File: src/rtl/input_pixel_serializer.sv
// Pops 24-bit RGB pixels from the input FIFO and streams them as tagged 8-bit
// channel bytes (R, G, B) over valid/ready, framing a fixed IMG_W x IMG_H image.
module input_pixel_serializer #(
  parameter int unsigned IMG_W = 28,
  parameter int unsigned IMG_H = 28,
  parameter int unsigned CW    = (IMG_W > 1) ? $clog2(IMG_W) : 1,
  parameter int unsigned RW    = (IMG_H > 1) ? $clog2(IMG_H) : 1
) (
  input  logic          clk,
  input  logic          reset,
  input  logic          start,
  input  logic [23:0]   fifo_data,
  input  logic [3:0]    fifo_count,
  output logic          fifo_pop,
  output logic [7:0]    ch_data,
  output logic [1:0]    ch_id,
  output logic          ch_valid,
  input  logic          ch_ready,
  output logic [CW-1:0] col,
  output logic [RW-1:0] row,
  output logic          last,
  output logic          busy,
  output logic          frame_done
);

  typedef enum logic [1:0] {
    S_IDLE  = 2'd0,
    S_FETCH = 2'd1,
    S_EMIT  = 2'd2,
    S_DONE  = 2'd3
  } state_t;

  localparam logic [CW-1:0] COL_MAX = CW'(IMG_W - 1);
  localparam logic [RW-1:0] ROW_MAX = RW'(IMG_H - 1);

  state_t        r_state;
  logic [23:0]   r_pix;
  logic [7:0]    r_ch_data;
  logic [1:0]    r_ch_id;
  logic          r_ch_valid;
  logic [CW-1:0] r_col;
  logic [RW-1:0] r_row;
  logic          r_busy;
  logic          r_frame_done;

  logic          w_fifo_nonempty;
  logic          w_accept;
  logic          w_pix_end;
  logic          w_last_pix;
  logic          w_col_wrap;
  logic          w_pop;
  logic          w_last;

  // Channel byte of a pixel, R first.
  function automatic logic [7:0] sel_byte(input logic [23:0] pix, input logic [1:0] id);
    case (id)
      2'd0:    return pix[23:16];
      2'd1:    return pix[15:8];
      default: return pix[7:0];
    endcase
  endfunction

  assign w_fifo_nonempty = (fifo_count != 4'd0);
  assign w_accept        = r_ch_valid & ch_ready;
  assign w_pix_end       = w_accept & (r_ch_id == 2'd2);
  assign w_last_pix      = (r_col == COL_MAX) && (r_row == ROW_MAX);
  assign w_col_wrap      = (r_col == COL_MAX);

  // Pop strobe must reach the FIFO in the same cycle, so it stays combinational.
  always_comb begin
    w_pop  = 1'b0;
    w_last = 1'b0;
    if (!reset) begin
      case (r_state)
        S_FETCH: w_pop = w_fifo_nonempty;
        S_EMIT: begin
          w_pop  = w_pix_end & ~w_last_pix & w_fifo_nonempty;
          w_last = (r_ch_id == 2'd2) & w_last_pix;
        end
        default: begin
          w_pop  = 1'b0;
          w_last = 1'b0;
        end
      endcase
    end
  end

  always_ff @(posedge clk) begin
    if (reset) begin
      r_state      <= S_IDLE;
      r_pix        <= '0;
      r_ch_data    <= '0;
      r_ch_id      <= '0;
      r_ch_valid   <= 1'b0;
      r_col        <= '0;
      r_row        <= '0;
      r_busy       <= 1'b0;
      r_frame_done <= 1'b0;
    end else begin
      r_frame_done <= 1'b0;
      case (r_state)
        S_IDLE: begin
          if (start) begin
            r_state <= S_FETCH;
            r_col   <= '0;
            r_row   <= '0;
            r_busy  <= 1'b1;
          end
        end
        S_FETCH: begin
          if (w_pop) begin
            r_pix      <= fifo_data;
            r_ch_data  <= fifo_data[23:16];
            r_ch_id    <= 2'd0;
            r_ch_valid <= 1'b1;
            r_state    <= S_EMIT;
          end
        end
        S_EMIT: begin
          if (w_accept) begin
            if (r_ch_id != 2'd2) begin
              r_ch_id   <= r_ch_id + 2'd1;
              r_ch_data <= sel_byte(r_pix, r_ch_id + 2'd1);
            end else if (w_last_pix) begin
              r_ch_valid   <= 1'b0;
              r_frame_done <= 1'b1;
              r_state      <= S_DONE;
            end else begin
              r_col <= w_col_wrap ? '0 : r_col + CW'(1);
              r_row <= w_col_wrap ? r_row + RW'(1) : r_row;
              // Back-to-back load keeps one byte per cycle across pixel boundaries.
              if (w_pop) begin
                r_pix     <= fifo_data;
                r_ch_data <= fifo_data[23:16];
                r_ch_id   <= 2'd0;
              end else begin
                r_ch_valid <= 1'b0;
                r_state    <= S_FETCH;
              end
            end
          end
        end
        S_DONE: begin
          r_busy  <= 1'b0;
          r_state <= S_IDLE;
        end
        default: r_state <= S_IDLE;
      endcase
    end
  end

  assign fifo_pop   = w_pop;
  assign last       = w_last;
  assign ch_data    = r_ch_data;
  assign ch_id      = r_ch_id;
  assign ch_valid   = r_ch_valid;
  assign col        = r_col;
  assign row        = r_row;
  assign busy       = r_busy;
  assign frame_done = r_frame_done;

endmodule

File: config.mk
export PLATFORM = sky130hd
export DESIGN_NAME = input_pixel_serializer
export DESIGN_NICKNAME = d
export VERILOG_FILES = /design/src/rtl/input_pixel_serializer.sv
export SDC_FILE = /design/constraint.sdc
export NUM_CORES = 1
export LEC_CHECK = 0
export BUFFER_PORTS_ARGS = -buffer_cell sky130_fd_sc_hd__buf_2
export CORE_MARGIN = 2
export CORE_UTILIZATION = 59
export CTS_BUF_LIST = sky130_fd_sc_hd__clkbuf_8
export DETAILED_ROUTE_END_ITERATION = 6
export PLACE_DENSITY = 0.87
export SETUP_SLACK_MARGIN = 0.2
export SKIP_LAST_GASP = 1
export SYNTH_ARGS = -nofsm -noshare
export SYNTH_HDL_FRONTEND = slang
export SYNTH_SLANG_ARGS = --single-unit
File: constraint.sdc
create_clock -name clk -period 4.91 [get_ports clk]
set_clock_uncertainty 0.2 [all_clocks]
set_input_delay 0.491 -clock clk [delete_from_list [all_inputs] [get_ports clk]]
set_output_delay 0.491 -clock clk [all_outputs]
set_load 0.01 [all_outputs]
== Yosys cells after proc, flatten, opt, wreduce, memory -nomap -nowiden ==
Index checks and enable logic that the tools add are counted.
W data, S select, Z words.
Storage, ports and cells
  flip-flop bits (word level): 49
  bits of input ports: 32
  output and inout bits: 25
  word-level logic and storage cells: 98
Operators by class
  add/sub/neg operators: 3
  eq/ne operators: 16
  mux-type cells: 47
  bitwise operators: 8
  reductions and logical operators: 15
Operators by type and width (number)
  $mux W24: 4
  $pmux W24 S2: 1
  $mux W5: 9
  $mux W8: 4
  $pmux W8 S2: 2
  $mux W2: 10
  $pmux W5 S2: 2
  $reduce_and A5 Y1: 3
  $ne A2 B2 Y1 const B: 7
  $add A5 B1 Y5 const B: 2
  $eq A5 B5 Y1 const B: 2
  $mux W1: 10
  $pmux W2 S4: 1
  $eq A2 B2 Y1 const B: 3
  $ne A3 B3 Y1 const B: 2
  $pmux W1 S2: 3
  $reduce_and A6 Y1: 1
  $reduce_bool A2 Y1: 3
  $and A1 B1 Y1: 5
  $eq A2 B1 Y1 const B: 2
  $logic_not A2 Y1: 2
  $pmux W2 S2: 1
  $reduce_and A4 Y1: 1
  $reduce_bool A4 Y1: 1
  other kinds (6): 8

== Logic depth before layout (Yosys ltp) ==
Gate-level depths: netlist of run 1.
  depth after elaboration: 12
  gate-level depth with buffers: 8
  mapped depth without buffers: 7

== Worst setup path before layout of run 1 ==
No wires, ideal clock.
  kind: input to output
  start point: in fifo_count[1]
  end point: out fifo_pop
  arrival time: 1456 ps
  required time: 4219 ps
  slack: 2763 ps
  stages on the path: 4
  buffers on the path: 1
  cells stage by stage: or4_1 -> and3b_1 -> buf_6 -> o21a_1
Between the ends
  word-level cells in the longest chain between the ends: 4
RTL lines
  start, declared: RTL line 13  | input logic [3:0] fifo_count,
  $reduce_bool A4 Y1 *: RTL line 63  | assign w_fifo_nonempty = (fifo_count != 4'd0);
  $and A1 B1 Y1: RTL line 77  | w_pop = w_pix_end & ~w_last_pix & w_fifo_nonempty;
  $pmux W1 S2 *: RTL line 74  | case (r_state)
  $mux W1 *: RTL line 73  | if (!reset) begin
  end, declared: RTL line 14  | output logic fifo_pop,
Mark *: on every way between the ends. The rest lies on a longest branch, timed or not.

== Final worst setup path of run 1 ==
  start point: reg r_state[0]
  end point: reg r_pix[22]
Between the ends
  word-level cells in the longest chain between the ends: 8
  elaborated cells between the ends (all ways): 14
  classes of those cells: eq/ne (5); mux (7); reduce/logical (2)
RTL lines
  start, declared: RTL line 36  | state_t r_state;
  start signal, assigned: RTL line 90  | r_state <= S_IDLE;
  start signal, assigned: RTL line 104  | r_state <= S_FETCH;
  start signal, assigned: RTL line 116  | r_state <= S_EMIT;
  $eq A2 B2 Y1 / $eq A2 B1 Y1 (equally long branches): RTL line 74, 101
  $pmux W1 S2: RTL line 74
  $mux W1: RTL line 73
  $mux W24 (4 in a row)
  $pmux W24 S2: RTL line 101  | case (r_state)
  end signal, assigned: RTL line 112  | r_pix <= fifo_data;
  end signal, assigned: RTL line 133  | r_pix <= fifo_data;
  end, declared: RTL line 37  | logic [23:0] r_pix;
Parallel ways exist; a longest one is shown, timed or not. The select of a mux whose other input is x is not followed.
A chain may end at the register's enable or synchronous reset.

==> results.txt, run 1 <==
Clock insertion delay at the later pin of the skew report - 0.31 ns
Gates resized, CTS repair - 0
GPL Wtd Cong - 0.867
Core area - 3940 um^2
Top cells by area, synth - dfxtp_1, a21oi_1, nand2_1, ha_1, o221a_1
Longest Clk Path Bufs - 2
Register area share after synthesis - 0.411
Max stage delay on crit path - 0.71 ns
Crit end category - flip-flop
Synthesized area per cell - 8.49 um^2
Slew HR - 0.189
CP Data Arrival Time - 2.86 ns
Via/cell ratio - 5.90
First-pass GRT wire length - 8620 um
Syn_nets - 324
Layout cells sized above 1 - 0.216
Max Fanout on Critical Path - 24
Final Max Tran Viols - 0
Most frequent cells in the layout - buf_2, nand2_1, a21oi_1, dfxtp_1, nor2_1
Root Driver - clkbuf_8
Max_cap viols - 0
Setup bufs post-CTS - 0
Ports - 57
Actual slew at the worst max-slew pin - 1.22 ns
Htree depth - 2
HP Class - primary input to flip-flop
#FFs+latches synth - 49
Setup tns final - 0 ns
Routed length per instance - 14.3 um
Dpl cells - 370
Setup violators final - 0
Die height - 67.6 um
Mapped cell area - 2390 um^2
Die width - 67.6 um
Cells after synthesis - 281
Yosys warns - 0
Max IR drop VDD - 229 uV
Minimum clock period - 2.82 ns
P per Cell Area - 384 nW/um^2
Kind of critical path - flip-flop to flip-flop
Die ar. - 4570 um^2
Area growth syn-to-layout - 14.4%
Global Route Usage Sum - 0.250
Most used cell, CP - a21oi_1
Initial Util - 0.605
Final period utilization - 0.575
Distinct cell type count after synthesis - 44
GR Overflow Total - 0
Crit-path cells - inv_1 > ha_1 > nand4_1 > a21oi_1 > o21a_1 > nand2_1 > a21oi_1
Req. time, crit path - 4.94 ns
Top cell family by delay on the critical path - compound AO/OA/AOI/OAI gates
Clock Sinks - 49
Hold buffer count at cts - 0
Post-DP HPWL - 3760 um
Static leakage - 1.08 nW
RSZ-0062 raised after global routing - no
Clk slew on worst S/H paths - 0.09 ns
Total CTS buffers - 5
Post-Layout Cell Count - 378
Nets - 370
First-pass iteration count of the detailed router - 6
Final Hold Fails - 0
Worst Setup Start Kind - flip-flop
Iter 0 DRT Violations - 142
Most common cell after layout, fill and taps aside - buf_2
Final wirelength - 5410 um
FP Rows - 23
Remaining routing DRC violations - 0
Critical path's slowest cell - o21a_1
Post-synth top area cell - dfxtp_1
Reg2Reg Setup Slack - 2.09 ns
DRT antenna net count - 0
Via count - 2232
# port buffers - 56
Top cell type's share of synthesized area - 0.411
Vias in the first global route - 1931
Initial antenna violation count - 0
Fin util - 0.692
Ant diodes - 0
Status - completed
Largest net degree at the start of global routing - 50
TritonCTS clock tree - built
CP bufs+invs - 1
Max Clk Rate - 354 MHz
==> sequential cells by signal, summed over array words and instances, names as in the netlist, 2 cells and up <==
name	flops
col	5
ch_id	2
r_state	2
ch_data	8
row	5
r_pix	24
==> logic make-up (layout without fill, tap and decap cells) <==
logic type	Yosys count	count (layout)	share of synthesized area
AND/OR/NAND/NOR	106	106	0.220
AO/OA/AOI/OAI	86	86	0.240
flip-flops	49	49	0.411
buffers and inverters	22	69	0.0446
adder cells (fa/ha/maj)	11	11	0.0577
XOR/XNOR	6	6	0.0220
multiplexers	1	1	0.00420
==> cell type report <==
cell class | instances | area [um^2]
Multi-Input combinational cell | 210 | 1300
Fill cell | 324 | 1210
Sequential cell | 49 | 981
Timing Repair Buffer | 56 | 280
Clock buffer | 5 | 68.8
Tap cell | 50 | 62.6
Clock inverter | 3 | 18.8
Inverter | 5 | 18.8
==> final timing paths <==
check / startpoint / endpoint / cells past startpoint
setup / recovery: r_state[0] / r_pix[22] / 7
hold / removal: fifo_data[14] / r_pix[14] / 3
setup reg to reg: r_state[0] / r_pix[22] / 7
hold reg to reg: r_pix[4] / r_pix[4] / 2
==> Yosys cell counts <==
cell type / count
inv_1: 5
or2_2: 1
a21bo_1: 1
o221a_1: 8
nor3_1: 4
nor2b_1: 5
mux2i_1: 1
nand3_2: 2
a31oi_1: 1
o32ai_1: 1
or4b_1: 1
o21ai_2: 3
xnor2_1: 1
and4b_1: 2
dfxtp_1: 49
nand2_1: 55
and3_1: 1
o211ai_1: 1
nor2_1: 16
clkbuf_1: 9
nor3b_1: 1
or4_1: 1
or3_1: 1
buf_6: 1
o21ai_0: 3
a22oi_1: 8
a211oi_1: 2
nand3b_1: 2
nand2b_1: 1
a21oi_4: 1
nand4bb_1: 3
ha_1: 11
buf_4: 3
and3b_1: 1
o21ai_1: 1
o21a_1: 3
nand4_1: 3
nand4b_1: 3
buf_2: 4
o21bai_1: 1
a21oi_1: 51
a32oi_4: 1
xor2_1: 5
nand3_1: 3
==> report_power, final <==
part	internal (mW)	total (mW)	switching (mW)	leakage, nW
combinational	0.133	0.344	0.211	0.639
clock	0.0984	0.233	0.135	0.0416
sequential	0.441	0.472	0.0309	0.397
total	0.672	1.05	0.376	1.08
==> per-layer routing <==
layer  track usage  vias up  part of all wire
met5             0        -                 0
met4        0.0638        0             0.024
met3        0.0700       16             0.071
met2         0.398       98              0.46
met1         0.334     1033              0.44
li1              -     1085                 -
==> stage by stage <==
step / power [mW] / area [um^2] / hold WS (ns) / setup WS [ns]
after detailed placement: 0.817 / 2640 / 0.248 / 2.14
after global placement: 0.806 / 2640 / 0.243 / 2.22
after CTS: 1.05 / 2730 / 0.202 / 2.12
final: 1.05 / 2730 / 0.208 / 2.09
after floorplan: 0.742 / 2390 / 0.236 / 2.76
after global routing: 1.11 / 2730 / 0.206 / 1.84
==> tightest hold or removal path, delay by kind of cell <==
kind	cells	cell delay [ns]
buffers and inverters	1	0.09
AO/OA/AOI/OAI	1	0.05
AND/OR/NAND/NOR	1	0.04
No activity file was read; power rests on OpenSTA's default activity.
==> inputs of run 2 (changes only) <==
- CORE_UTILIZATION: 59 -> 50
- PLACE_DENSITY: 0.87 -> 0.78
- clock period: 4.91 -> 2.5 ns (I/O delays scaled with it)
==> results.txt, run 2 (synthesized netlist as in run 1, its figures left out) <==
Status - completed
Die height - 73.1 um
Crit-path cells - ha_1 > and4b_2 > nand3_2 > nor3b_2 > buf_2
Max FFs per register - 24
Sequential cell area - 986 um^2
Die width - 73.1 um
Static leakage - 1.23 nW
CP Data Arrival Time - 1.80 ns
Crit end category - output pin
Clock Sinks - 49
First-pass GRT wire length - 9150 um
R2r endpoint - col[4]
Global Route Usage Sum - 0.216
GPL Wtd Cong - 0.855
Htree depth - 2
Via/cell ratio - 5.54
HP Class - primary input to flip-flop
Minimum clock period - 2.25 ns
Area of the multi-input gates - 1330 um^2
Final Max Tran Viols - 0
Clk slew on worst S/H paths - 0.09 ns
Critical Path Start - col[1]
Core area - 4660 um^2
FILL cells - 389
Max Fanout on Critical Path - 5
Design Area, Final - 3060 um^2
DP Area - 2720 um^2
Slew HR - 0.668
First-pass iteration count of the detailed router - 4
GR Overflow Total - 0
FP Rows - 25
Hold WS - 0.00840 ns
Ports - 57
Max stage delay on crit path - 0.39 ns
Biggest register - r_pix
Max Clk Rate - 444 MHz
Final wirelength - 5830 um
Most common cell after layout, fill and taps aside - buf_2
TritonCTS clock tree - built
Vias in the first global route - 2045
Reg2Reg Setup Slack - 0.36 ns
Most frequent cells in the layout - buf_2, nand2_1, a21oi_1, dfxtp_1, dlygate4sd3_1
Reg2reg start - r_state[1]
Iter 0 DRT Violations - 167
Root Driver - clkbuf_8
HP Start - fifo_data[17]
Initial Util - 0.512
Power, Total - 2.13 mW
Die ar. - 5340 um^2
Final Hold Fails - 0
Routed length per instance - 14.1 um
Reg2Reg Depth - 7
Clock insertion delay at the later pin of the skew report - 0.30 ns
Critical path's slowest cell - dfxtp_1
Final period utilization - 0.901
P per Cell Area - 697 nW/um^2
Area growth syn-to-layout - 28.3%
Layout cells sized above 1 - 0.265
Hold Path Depth - 3
Actual slew at the worst max-slew pin - 0.498 ns
Setup tns final - 0 ns
DRT antenna net count - 0
Max IR drop VDD - 352 uV
Post-DP HPWL - 3850 um
Max_cap viols - 0
Hold Path Sink - r_pix[17]
Setup violators final - 0
Remaining routing DRC violations - 0
# port buffers - 56
Ant diodes - 0
Longest Clk Path Bufs - 2
Largest net degree at the start of global routing - 49
Total CTS buffers - 5
RSZ-0062 raised after global routing - yes
Worst Setup Start Kind - flip-flop
Initial antenna violation count - 0
Kind of critical path - flip-flop to output pin
Nets - 400
Req. time, crit path - 2.05 ns
Via count - 2283
-- run 2: worst max path at each step --
stage               cells after the start  slack, ns        end
floorplan                               7       0.39     col[4]
global placement                        7       0.22  r_pix[16]
detailed placement                      7       0.11  r_pix[23]
CTS                                     7       0.22   fifo_pop
global route                            5       0.18       last
finish                                  5       0.25       last
-- run 2: per-layer routing --
metal,track usage,vias up,share of wire
li1,-,1148,-
met1,0.288,1064,0.45
met2,0.353,64,0.50
met3,0.0373,7,0.047
met4,0.0679,0,0.0098
met5,0,-,0
-- run 2: repair_timing --
action | CTS | global route
hold buffers | 19 | 1
gates resized for setup | 4 | 11
setup endpoints to repair | 28 | 32
endpoints found under the hold margin | 19 | 1
pin swaps | 0 | 3
buffers inserted | 0 | 2
-- run 2: per-stage QoR --
step	cells	utilization	worst slack, ns
after floorplan	281	-	0.394
after global placement	382	0.583	0.221
after detailed placement	382	0.583	0.113
after CTS	409	0.646	0.225
after global routing	412	0.657	0.179
final	412	0.657	0.246
-- run 2: layout make-up --
| type | instances | share of cell area |
|---|---|---|
| clock inverters | 3 | 0.00572 |
| repair buffers | 86 | 0.186 |
| multi-input cells | 210 | 0.436 |
| well taps | 54 | 0.0221 |
| clock buffers | 5 | 0.0225 |
| inverters | 5 | 0.00613 |
| flip-flops and latches | 49 | 0.322 |
-- run 2: report_power, final --
group,leakage (nW),switching [mW],internal (mW),total [mW]
clock network,0.0497,0.256,0.196,0.452
registers,0.398,0.0585,0.870,0.928
logic,0.778,0.422,0.332,0.754
total,1.23,0.736,1.40,2.13
-- run 2: critical path: cells and delay by family (launching register included) --
family / cells / cell delay [ns]
and+or+nand+nor: 3 / 0.73
buffers and inverters: 1 / 0.16
adders and majority gates: 1 / 0.23
DFF: 1 / 0.39
==> inputs of run 3 (changes only) <==
==> constraint.sdc (replaced) <==
create_clock -name clk -period 2.5 [get_ports clk]
set_clock_uncertainty 0.2 [all_clocks]
set_input_delay 0.625 -clock clk [delete_from_list [all_inputs] [get_ports clk]]
set_output_delay 0.625 -clock clk [all_outputs]
set_load 0.01 [all_outputs]
==> results.txt, run 3 (synthesized netlist as in run 1, its figures left out) <==
Final Hold Fails - 0
Largest net degree at the start of global routing - 41
Reg2Reg Depth - 9
Clock Sinks - 49
Core area - 4660 um^2
DP Area - 2750 um^2
First-pass GRT wire length - 9370 um
Dpl ws - 0.00612 ns
Dpl cells - 385
Final setup margin - 0.0258 ns
HP Class - flip-flop to flip-flop
Max Fanout on Critical Path - 2
Req. time, crit path - 1.67 ns
Clock insertion delay at the later pin of the skew report - 0.30 ns
Static leakage - 1.21 nW
Setup tns final - 0 ns
# port buffers - 56
Layout cells sized above 1 - 0.315
Post-DP HPWL - 3790 um
Nets - 394
Longest Clk Path Bufs - 2
Total CTS buffers - 5
Root Driver - clkbuf_8
RSZ-0062 raised after global routing - yes
Post-Layout Cell Count - 406
Biggest register - r_pix
Reg2Reg Setup Slack - 0.36 ns
R2r endpoint - row[2]
Grt met1 use - 0.313
Most Crowded Layer GR - met2
DRT antenna net count - 0
TritonCTS clock tree - built
Reg2reg start - r_state[0]
Clk slew on worst S/H paths - 0.09 ns
Minimum clock period - 2.47 ns
Via/cell ratio - 5.63
Setup violators final - 0
Final wirelength - 5790 um
Die width - 73.1 um
Htree depth - 2
Status - completed
Final Max Tran Viols - 0
P per Cell Area - 731 nW/um^2
Power, Total - 2.21 mW
Max IR drop VDD - 367 uV
Via count - 2284
Max FFs per register - 24
Critical Path Start - fifo_count[2]
Global Route Usage Sum - 0.222
FILL cells - 391
CP endpoint - fifo_pop
Max_cap viols - 0
Worst Setup Start Kind - primary input
Routed length per instance - 14.2 um
Design Area, Final - 3020 um^2
GPL Wtd Cong - 0.855
Die ar. - 5340 um^2
Vias in the first global route - 2048
FP Rows - 25
Ant diodes - 0
Die height - 73.1 um
GR Overflow Total - 0
Actual slew at the worst max-slew pin - 0.486 ns
Fin util - 0.648
Iter 0 DRT Violations - 154
Max Clk Rate - 404 MHz
Ports - 57
CP Data Arrival Time - 1.65 ns
Global Route met2 Usage - 0.343
Remaining routing DRC violations - 0
First-pass iteration count of the detailed router - 5
Slew HR - 0.676
Most frequent cells in the layout - nand2_1, buf_2, a21oi_1, dfxtp_1, buf_4
Initial Util - 0.512
Initial antenna violation count - 0
Kind of critical path - primary input to output pin
HP Start - r_pix[7]
Final period utilization - 0.990
Crit end category - output pin
Grt met3 use - 0.0331
Area growth syn-to-layout - 26.6%
Hold WS - 0.259 ns
[run 3: what timing repair did]
item	in CTS	in global routing
hold buffers	0	0
resized for setup	20	2
cloned	0	0
pin swaps	8	2
setup buffers	11	2
endpoints found under the setup margin	3	7
hold endpoints to repair	0	0
[run 3: area by class of cell]
cell class                 count  area [um^2]  share of cell area
multi-input combinational    210         1360               0.450
sequential                    49          991               0.328
timing repair buffer          80          495               0.164
clock buffer                   5         68.8              0.0228
tap                           54         67.6              0.0224
clock inverter                 3         21.3             0.00704
inverter                       5         18.8             0.00621
[run 3: power breakdown]
| part | switching [mW] | internal [mW] |
|---|---|---|
| sequential | 0.0577 | 0.868 |
| clock | 0.274 | 0.199 |
| combinational | 0.441 | 0.369 |
| total | 0.772 | 1.44 |
[run 3: how the worst min path moves through the flow]
stage          slack, ns         to  depth (start not counted)
4_1_cts             0.26  r_pix[13]                          2
3_3_place_gp        0.24  r_pix[12]                          2
2_1_floorplan       0.24  r_pix[10]                          2
5_1_grt             0.28   r_pix[7]                          2
3_5_place_dp        0.25  r_pix[13]                          2
6_report            0.26   r_pix[7]                          2
[run 3: worst max-delay path, stage by stage]
cell,delay (ns)
buf_6,0.09
or4_4,0.52
and3b_1,0.19
o21a_1,0.10
buf_2,0.13
[run 3: per-layer routing]
metal | vias up | share of wire | wire length (um)
met5 | - | 0 | 0
met4 | 0 | 0.012 | 68
met3 | 11 | 0.054 | 310
met2 | 84 | 0.46 | 2660
met1 | 1056 | 0.48 | 2750
li1 | 1133 | - | -
